==> config.mk <==
export PLATFORM = sky130hd
export DESIGN_NAME = guffin_coin_fsm_flat
export DESIGN_NICKNAME = d
export VERILOG_FILES = /design/src/rtl/guffin_coin_fsm_if.sv /design/src/rtl/guffin_coin_fsm.sv /design/src/flat_wrapper.sv
export SDC_FILE = /design/constraint.sdc
export NUM_CORES = 1
export LEC_CHECK = 0
export BUFFER_PORTS_ARGS = -buffer_cell sky130_fd_sc_hd__buf_4
export CAP_MARGIN = 20
export CELL_PAD_IN_SITES_DETAIL_PLACEMENT = 0
export CELL_PAD_IN_SITES_GLOBAL_PLACEMENT = 1
export CORE_MARGIN = 1.5
export CORE_UTILIZATION = 47
export DETAILED_ROUTE_END_ITERATION = 7
export PLACE_DENSITY = 0.9
export SYNTH_ARGS = -nofsm -noshare
export SYNTH_HDL_FRONTEND = slang
export SYNTH_SLANG_ARGS = --single-unit
export TNS_END_PERCENT = 10
==> constraint.sdc <==
create_clock -name clk -period 3.3 [get_ports clk]
set_input_delay 0.33 -clock clk [delete_from_list [all_inputs] [get_ports clk]]
set_output_delay 0.33 -clock clk [all_outputs]
set_load 0.05 [all_outputs]
==> src/rtl/guffin_coin_fsm_if.sv <==
// Coin/cancel inputs and one-hot state outputs of the guffin coin state engine.
// The slave modport is the state engine; the master side drives the acceptors.
interface guffin_coin_fsm_if;
    logic quarter_in;
    logic half_in;
    logic cancel_in;
    logic cState_0;
    logic cState_1;
    logic cState_2;
    logic cState_3;
    logic cState_4;
    logic cState_5;
    logic cState_6;
    logic busy;

    modport master (
        output quarter_in, half_in, cancel_in,
        input  cState_0, cState_1, cState_2, cState_3, cState_4, cState_5, cState_6, busy
    );

    modport slave (
        input  quarter_in, half_in, cancel_in,
        output cState_0, cState_1, cState_2, cState_3, cState_4, cState_5, cState_6, busy
    );
endinterface

==> src/rtl/guffin_coin_fsm.sv <==
// Guffin vending upstream state engine: synchronizes coin/cancel inputs, accumulates
// credit toward 75 cents as a one-hot state, and holds vend/refund states for HOLD_CYCLES.
module guffin_coin_fsm #(
    parameter int HOLD_CYCLES = 4
) (
    input  logic               clk,
    input  logic               reset,
    guffin_coin_fsm_if.slave   bus
);

    localparam logic [6:0] ST_S0 = 7'b0000001;
    localparam logic [6:0] ST_S1 = 7'b0000010;
    localparam logic [6:0] ST_S2 = 7'b0000100;
    localparam logic [6:0] ST_S3 = 7'b0001000;
    localparam logic [6:0] ST_S4 = 7'b0010000;
    localparam logic [6:0] ST_S5 = 7'b0100000;
    localparam logic [6:0] ST_S6 = 7'b1000000;

    localparam logic [7:0] HOLD_LOAD = 8'(HOLD_CYCLES - 1);

    localparam int CH_QUARTER = 0;
    localparam int CH_HALF    = 1;
    localparam int CH_CANCEL  = 2;

    logic [2:0] raw_in;
    logic [2:0] event_vec;
    logic [1:0] primed_reg;

    logic [6:0] state_reg;
    logic [6:0] state_next;
    logic [7:0] hold_cnt_reg;
    logic [7:0] hold_cnt_next;

    logic [6:0] state_out;
    logic       busy_out;

    assign raw_in[CH_QUARTER] = bus.quarter_in;
    assign raw_in[CH_HALF]    = bus.half_in;
    assign raw_in[CH_CANCEL]  = bus.cancel_in;

    // primed_reg[1] goes high once sync2 reflects real post-reset input levels; until then
    // the prev flops stay at 1 so a level already high during reset is never seen as an edge.
    always_ff @(posedge clk) begin
        if (reset) begin
            primed_reg <= 2'b00;
        end else begin
            primed_reg <= {primed_reg[0], 1'b1};
        end
    end

    generate
        for (genvar gi = 0; gi < 3; gi++) begin : g_sync
            logic sync1_reg;
            logic sync2_reg;
            logic prev_reg;

            always_ff @(posedge clk) begin
                if (reset) begin
                    sync1_reg <= 1'b0;
                    sync2_reg <= 1'b0;
                    prev_reg  <= 1'b1;
                end else begin
                    sync1_reg <= raw_in[gi];
                    sync2_reg <= sync1_reg;
                    prev_reg  <= primed_reg[1] ? sync2_reg : prev_reg;
                end
            end

            assign event_vec[gi] = sync2_reg & ~prev_reg;
        end
    endgenerate

    // State register
    always_ff @(posedge clk) begin
        if (reset) begin
            state_reg    <= ST_S0;
            hold_cnt_reg <= 8'd0;
        end else begin
            state_reg    <= state_next;
            hold_cnt_reg <= hold_cnt_next;
        end
    end

    // Next-state logic: cancel beats half, half beats quarter; all events ignored while holding.
    always_comb begin
        state_next    = state_reg;
        hold_cnt_next = hold_cnt_reg;
        case (state_reg)
            ST_S0: begin
                if (event_vec[CH_CANCEL]) begin
                    state_next = ST_S0;
                end else if (event_vec[CH_HALF]) begin
                    state_next = ST_S2;
                end else if (event_vec[CH_QUARTER]) begin
                    state_next = ST_S1;
                end
            end
            ST_S1: begin
                if (event_vec[CH_CANCEL]) begin
                    state_next    = ST_S5;
                    hold_cnt_next = HOLD_LOAD;
                end else if (event_vec[CH_HALF]) begin
                    state_next    = ST_S3;
                    hold_cnt_next = HOLD_LOAD;
                end else if (event_vec[CH_QUARTER]) begin
                    state_next = ST_S2;
                end
            end
            ST_S2: begin
                if (event_vec[CH_CANCEL]) begin
                    state_next    = ST_S6;
                    hold_cnt_next = HOLD_LOAD;
                end else if (event_vec[CH_HALF]) begin
                    state_next    = ST_S4;
                    hold_cnt_next = HOLD_LOAD;
                end else if (event_vec[CH_QUARTER]) begin
                    state_next    = ST_S3;
                    hold_cnt_next = HOLD_LOAD;
                end
            end
            ST_S3, ST_S4, ST_S5, ST_S6: begin
                if (hold_cnt_reg == 8'd0) begin
                    state_next    = ST_S0;
                    hold_cnt_next = 8'd0;
                end else begin
                    hold_cnt_next = hold_cnt_reg - 8'd1;
                end
            end
            default: begin
                state_next    = ST_S0;
                hold_cnt_next = 8'd0;
            end
        endcase
    end

    // Outputs come straight from the state flops
    always_comb begin
        state_out = state_reg;
        busy_out  = |state_reg[6:3];
    end

    assign bus.cState_0 = state_out[0];
    assign bus.cState_1 = state_out[1];
    assign bus.cState_2 = state_out[2];
    assign bus.cState_3 = state_out[3];
    assign bus.cState_4 = state_out[4];
    assign bus.cState_5 = state_out[5];
    assign bus.cState_6 = state_out[6];
    assign bus.busy     = busy_out;

endmodule

==> src/flat_wrapper.sv <==
// flat-port wrapper written by rule: the top's interface ports become plain ports
module guffin_coin_fsm_flat 
#(
    parameter int HOLD_CYCLES = 4
)
  (clk, reset, bus_quarter_in, bus_half_in, bus_cancel_in, bus_cState_0, bus_cState_1, bus_cState_2, bus_cState_3, bus_cState_4, bus_cState_5, bus_cState_6, bus_busy);
  guffin_coin_fsm_if bus_i ();
  input  logic clk;
  input  logic reset;
  input wire logic [$bits(bus_i.quarter_in)-1:0] bus_quarter_in;
  input wire logic [$bits(bus_i.half_in)-1:0] bus_half_in;
  input wire logic [$bits(bus_i.cancel_in)-1:0] bus_cancel_in;
  output wire logic [$bits(bus_i.cState_0)-1:0] bus_cState_0;
  output wire logic [$bits(bus_i.cState_1)-1:0] bus_cState_1;
  output wire logic [$bits(bus_i.cState_2)-1:0] bus_cState_2;
  output wire logic [$bits(bus_i.cState_3)-1:0] bus_cState_3;
  output wire logic [$bits(bus_i.cState_4)-1:0] bus_cState_4;
  output wire logic [$bits(bus_i.cState_5)-1:0] bus_cState_5;
  output wire logic [$bits(bus_i.cState_6)-1:0] bus_cState_6;
  output wire logic [$bits(bus_i.busy)-1:0] bus_busy;
  assign bus_i.quarter_in = bus_quarter_in;
  assign bus_i.half_in = bus_half_in;
  assign bus_i.cancel_in = bus_cancel_in;
  assign bus_cState_0 = bus_i.cState_0;
  assign bus_cState_1 = bus_i.cState_1;
  assign bus_cState_2 = bus_i.cState_2;
  assign bus_cState_3 = bus_i.cState_3;
  assign bus_cState_4 = bus_i.cState_4;
  assign bus_cState_5 = bus_i.cState_5;
  assign bus_cState_6 = bus_i.cState_6;
  assign bus_busy = bus_i.busy;
  guffin_coin_fsm #(.HOLD_CYCLES(HOLD_CYCLES)) u_core (.clk(clk), .reset(reset), .bus(bus_i));
endmodule
# Word-level counts from Yosys, hierarchy flattened
# Cells that the tools add are included.
[classes] n_bitwise=7 n_reduce_logical=5 n_eq_ne=12 muxes=19 n_addsub=1
[ops] operator="$mux 7" n=10
[ops] operator="$mux 8" n=6
[ops] operator="$pmux 8 s4" n=1
[ops] operator="$pmux 7 s4" n=1
[ops] operator="$ne 4x1->1 const B" n=3
[ops] operator="$logic_not 8->1" n=1
[ops] operator="$reduce_or 4->1" n=2
[ops] operator="$sub 8x1->8 const B" n=1
[ops] operator="$eq 7x1->1 const B" n=1
[ops] operator="$eq 7x2->1 const B" n=1
[ops] operator="$eq 7x3->1 const B" n=1
[ops] operator="$eq 7x4->1 const B" n=1
[ops] operator="$eq 7x5->1 const B" n=1
[ops] operator="$eq 7x6->1 const B" n=1
[ops] operator="$eq 7x7->1 const B" n=1
[ops] operator="$not 1->1" n=4
[ops] operator="$reduce_and 4->1" n=1
[ops] operator="$and 1x1->1" n=3
[ops] operator="$ne 3x1->1 const B" n=1
[ops] operator="$reduce_and 3->1" n=1
[ops] operator="$ne 2x1->1 const B" n=1
[ops] operator="$mux 1" n=1
[totals] output_inout_bits=8 word_cells=57 inputBits=5 regBits=26

# Logic depth before layout (Yosys ltp)
[logic_depth] word_depth=6 mapped_depth=7 ltp_nobuf=6

# Worst setup path after synthesis
# No wires, ideal clock.
[synth_path] path_type="flip-flop to flip-flop" from="register u_core.state_reg[0], in the netlist u_core.state_out[0]" to="register u_core.state_reg[3], in the netlist u_core.state_out[3]" path_stages_with_launch=8 synth_period_minus_slack_ns=2.121 path_slack_ns=1.179 path_buffers=2 arrival_ns=2.005 cell_sequence="dfxtp_1 clkbuf_2 nand2b_1 o22a_1 or3_4 and2_4 buf_6 a31o_1"
[synth_between] elab_chain_len=4 word_cells_on_any_way=14 cone_classes="eq/ne (11); mux (1); reduce/logical (2)"
[synth_lines] item="from (decl)" line_no="guffin_coin_fsm.sv:29" source="logic [6:0] state_reg;"
[synth_lines] item="from (signal assigned)" line_no="guffin_coin_fsm.sv:79" source="state_reg <= state_next;"
[synth_lines] item="$eq 7x4->1 (tied with other cells)" line_no="guffin_coin_fsm.sv:88" source="case (state_reg)"
[synth_lines] item="$reduce_or 4->1" line_no="guffin_coin_fsm.sv:88"
[synth_lines] item="$ne 2x1->1 (no source line)"
[synth_lines] item="$reduce_and 4->1 (no source line)"
# Several ways; a longest one is shown, not always the timed one.
# A chain may end at the register's enable or synchronous reset.

# Final worst setup path
[layout_path] from="register u_core.state_reg[2], in the netlist u_core.state_out[2]" to="register u_core.hold_cnt_reg[7]"
[layout_between] elab_chain_len=3 word_cells_on_any_way=13 cone_classes="eq/ne (9); mux (1); bitwise (1); reduce/logical (2)"
[layout_lines] item="$eq 7x4->1 (tied with other cells)" line_no="guffin_coin_fsm.sv:88"
[layout_lines] item="$reduce_or 4->1 (tied with other cells)" line_no="guffin_coin_fsm.sv:88"
[layout_lines] item="$pmux 8 s4 / $reduce_and 3->1 (equally long branches)"
[layout_lines] item="to (signal assigned)" line_no="guffin_coin_fsm.sv:80" source="hold_cnt_reg <= hold_cnt_next;"
[layout_lines] item="to (decl)" line_no="guffin_coin_fsm.sv:31" source="logic [7:0] hold_cnt_reg;"
# Several ways; a longest one is shown, not always the timed one.

==> reports/qor.yml <==
synth_largest_area_cell: "dfxtp_1"
antenna_found_initial: 0
drc: 0
insertion_delay_ns: 0.32
cts_sinks: 26
power_uw: 981
yosysUniqueCellTypes: 46
ir_worst_vdd_uv: 440
rsz0062_at_grt: "false"
drive_gt1_share_pct: 16.7
synth_cells: 133
r2r-end: "u_core.hold_cnt_reg[7]"
cts_resized: 0
setup_viol: 0
wl_met1_um: 1120
holdPathEnd: "u_core.g_sync[0].sync1_reg"
netlist.area_leader.share_pct: 41.3
dpl-instance-area_um2: 1360
grt-ovfl-total: 0
die_area_um2: 3000
ff2ff_setup_slack_ns: 1.27
die_h_um: 54.8
outcome: "finished, final reports clean"
syn_avg_cell_area_um2: 9.47
period_minus_slack_ns: 2.03
cts_root_buf: "clkbuf_4"
cts_buffer_depth: 2
drt-total-wl_um: 2360
grt_max_degree: 18
die_w_um: 54.8
largest_reg_flops: 8
syn-num-nets: 140
max_cap_viol_count: 0
cts_tree: "built"
path_buf_inv: 0
fin_nets: 152
endpoint_kind: "register"
start_util_pct: 50.4
p_per_area_nw_per_um2: 695
fmax_ghz: 0.493
min_from: "bus_quarter_in"
async_reset_ff_share_pct: 0
synth_flop_cell: "dfxtp_1"
critPathRequiredTime_ns: 3.57
crit-reg2reg-launch: "u_core.state_out[2]"
leakagePower_nw: 0.635
cp_top_family: "simple AND/OR/NAND/NOR gates"
synth_edf_count: 0
numCtsBuffers: 3
synth.most_common_cell: "dfxtp_1"
grt_first_pass_wirelength_um: 4040
dpl.hpwl_um: 1670
path_class: "reg -> reg"
viasPerCell: 5.86
io_buffers: 12
met2_wirelength_um: 1130
fin_util_pct: 56.5
vias: 1020
top_layer_used: "met4"
r2r_cells: 5
ys_seq_area_share_pct: 41.3
clock_skew_ns: 0.0147
dr_wl_met3_um: 82
cpMaxStageDelayCell: "nor3_1"
synthTopCellsByArea: "dfxtp_1 (41%), nor2b_1 (5.5%), mux2i_1 (4.8%)"
finalHoldViolCount: 0
fp-row-count: 18
place_congestion: 0.873
postCtsHoldBufs: 0
finalMaxSlewViolations: 0
min_path_type: "in -> reg"
tightest_slew_ns: 0.738
path_clk_slew_ns: 0.15
ys_ff_latch: 26
cp_max_fo: 9
drt_iter0_drc: 25
postLayoutCellArea_um2: 1410
timing.hold.ws_ns: 0.202
post_cts_buffers: 0
cp-start-kind: "register"
post_drt_wl_per_cell_um: 13.6
slowest_delay_ns: 0.58
num_io_pins: 13
syn2layout_area_growth_pct: 12.0
maxSlewHeadroom_pct: 50.4
synth_area_um2: 1260
design.core.area_um2: 2500
fin_setup_tns_ns: 0
netlist_top_cells_count: "dfxtp_1 (26), nor2b_1 (11), nand2_1 (8)"
track_usage_pct: 18.5
period_share_pct: 61.5
drt-pass1-iter-count: 4
cts_htree_levels: 1
grt_pass1_vias: 938
ant_nets: 0
whs_path_depth: 2
yosysWarnings: 0
crit_arrival_ns: 2.30
crit_chain: "and2b_1 -> a21oi_1 -> o32a_1 -> nor3_1 -> a221o_1"
antenna_cells: 0
[metrics by stage]
| stage | setup WS [ns] | instances |
|---|---|---|
| after detailed placement | 1.31 | 170 |
| after floorplan | 1.18 | 133 |
| final | 1.27 | 174 |
| after global routing | 1.15 | 174 |
| after global placement | 1.34 | 170 |
| after CTS | 1.26 | 174 |
[layout by cell type (no fill, tap or decap), types with 2 or more instances in the layout]
| cell type | instances |
|---|---|
| o32a_1 | 2 |
| mux2i_1 | 6 |
| clkbuf_4 | 3 |
| xor2_1 | 2 |
| dfxtp_1 | 26 |
| nand4_1 | 3 |
| a221o_1 | 3 |
| o311a_1 | 2 |
| buf_4 | 12 |
| a21bo_2 | 2 |
| nor2b_1 | 11 |
| nand3_1 | 3 |
| nand2_1 | 8 |
| ha_1 | 2 |
| o21ai_0 | 4 |
| and3_1 | 5 |
| nor3_1 | 4 |
| nor2_1 | 7 |
| a21oi_1 | 4 |
| inv_1 | 3 |
| nor4_1 | 3 |
| nand2b_1 | 6 |
[kinds of logic after synthesis]
kind of cell / count (synthesis) / share of synthesized area, %
buf+inv: 10 / 3.77
mux: 6 / 4.77
fa+ha+maj: 2 / 1.99
flops: 26 / 41.3
simple gates: 58 / 27.4
xor+xnor: 3 / 2.09
compound gates: 28 / 18.7
[power by group]
| part | internal, mW | switching, mW | total, mW | leakage, nW |
|---|---|---|---|---|
| Clock | 0.123 | 0.0933 | 0.216 | 0.0279 |
| Sequential | 0.343 | 0.0417 | 0.384 | 0.213 |
| Combinational | 0.166 | 0.215 | 0.380 | 0.394 |
| Total | 0.631 | 0.350 | 0.981 | 0.635 |
[area by class of cell]
class | instances | area, µm²
clock inverter | 1 | 30.0
inverter | 5 | 18.8
sequential | 26 | 520
timing repair buffer | 12 | 90.1
tap | 30 | 37.5
clock buffer | 3 | 22.5
fill | 238 | 1090
multi-input combinational | 97 | 692
[worst reg2reg max path, stage by stage, from the launching register on]
cell and delay [ns]:
dfxtp_1 0.52, and2b_1 0.22, a21oi_1 0.07, o32a_1 0.32
nor3_1 0.58, a221o_1 0.26
[per-layer routing]
metal / vias to the layer above / global-route usage (%)
met4: 0 / 6.25
met5: - / 0
met2: 23 / 31.9
li1: 509 / -
met1: 483 / 23.5
met3: 5 / 2.46
[how the worst max path moves through the flow]
stage / cells after the start / to / start
after floorplan: 7 / u_core.state_out[3] / u_core.state_out[0]
after global routing: 5 / u_core.hold_cnt_reg[4] / u_core.state_out[2]
final: 5 / u_core.hold_cnt_reg[7] / u_core.state_out[2]
after CTS: 5 / u_core.hold_cnt_reg[4] / u_core.state_out[2]
after detailed placement: 5 / u_core.hold_cnt_reg[6] / u_core.state_out[2]
after global placement: 5 / u_core.hold_cnt_reg[4] / u_core.state_out[2]
Note: power is estimated with default switching activity, not from simulation.
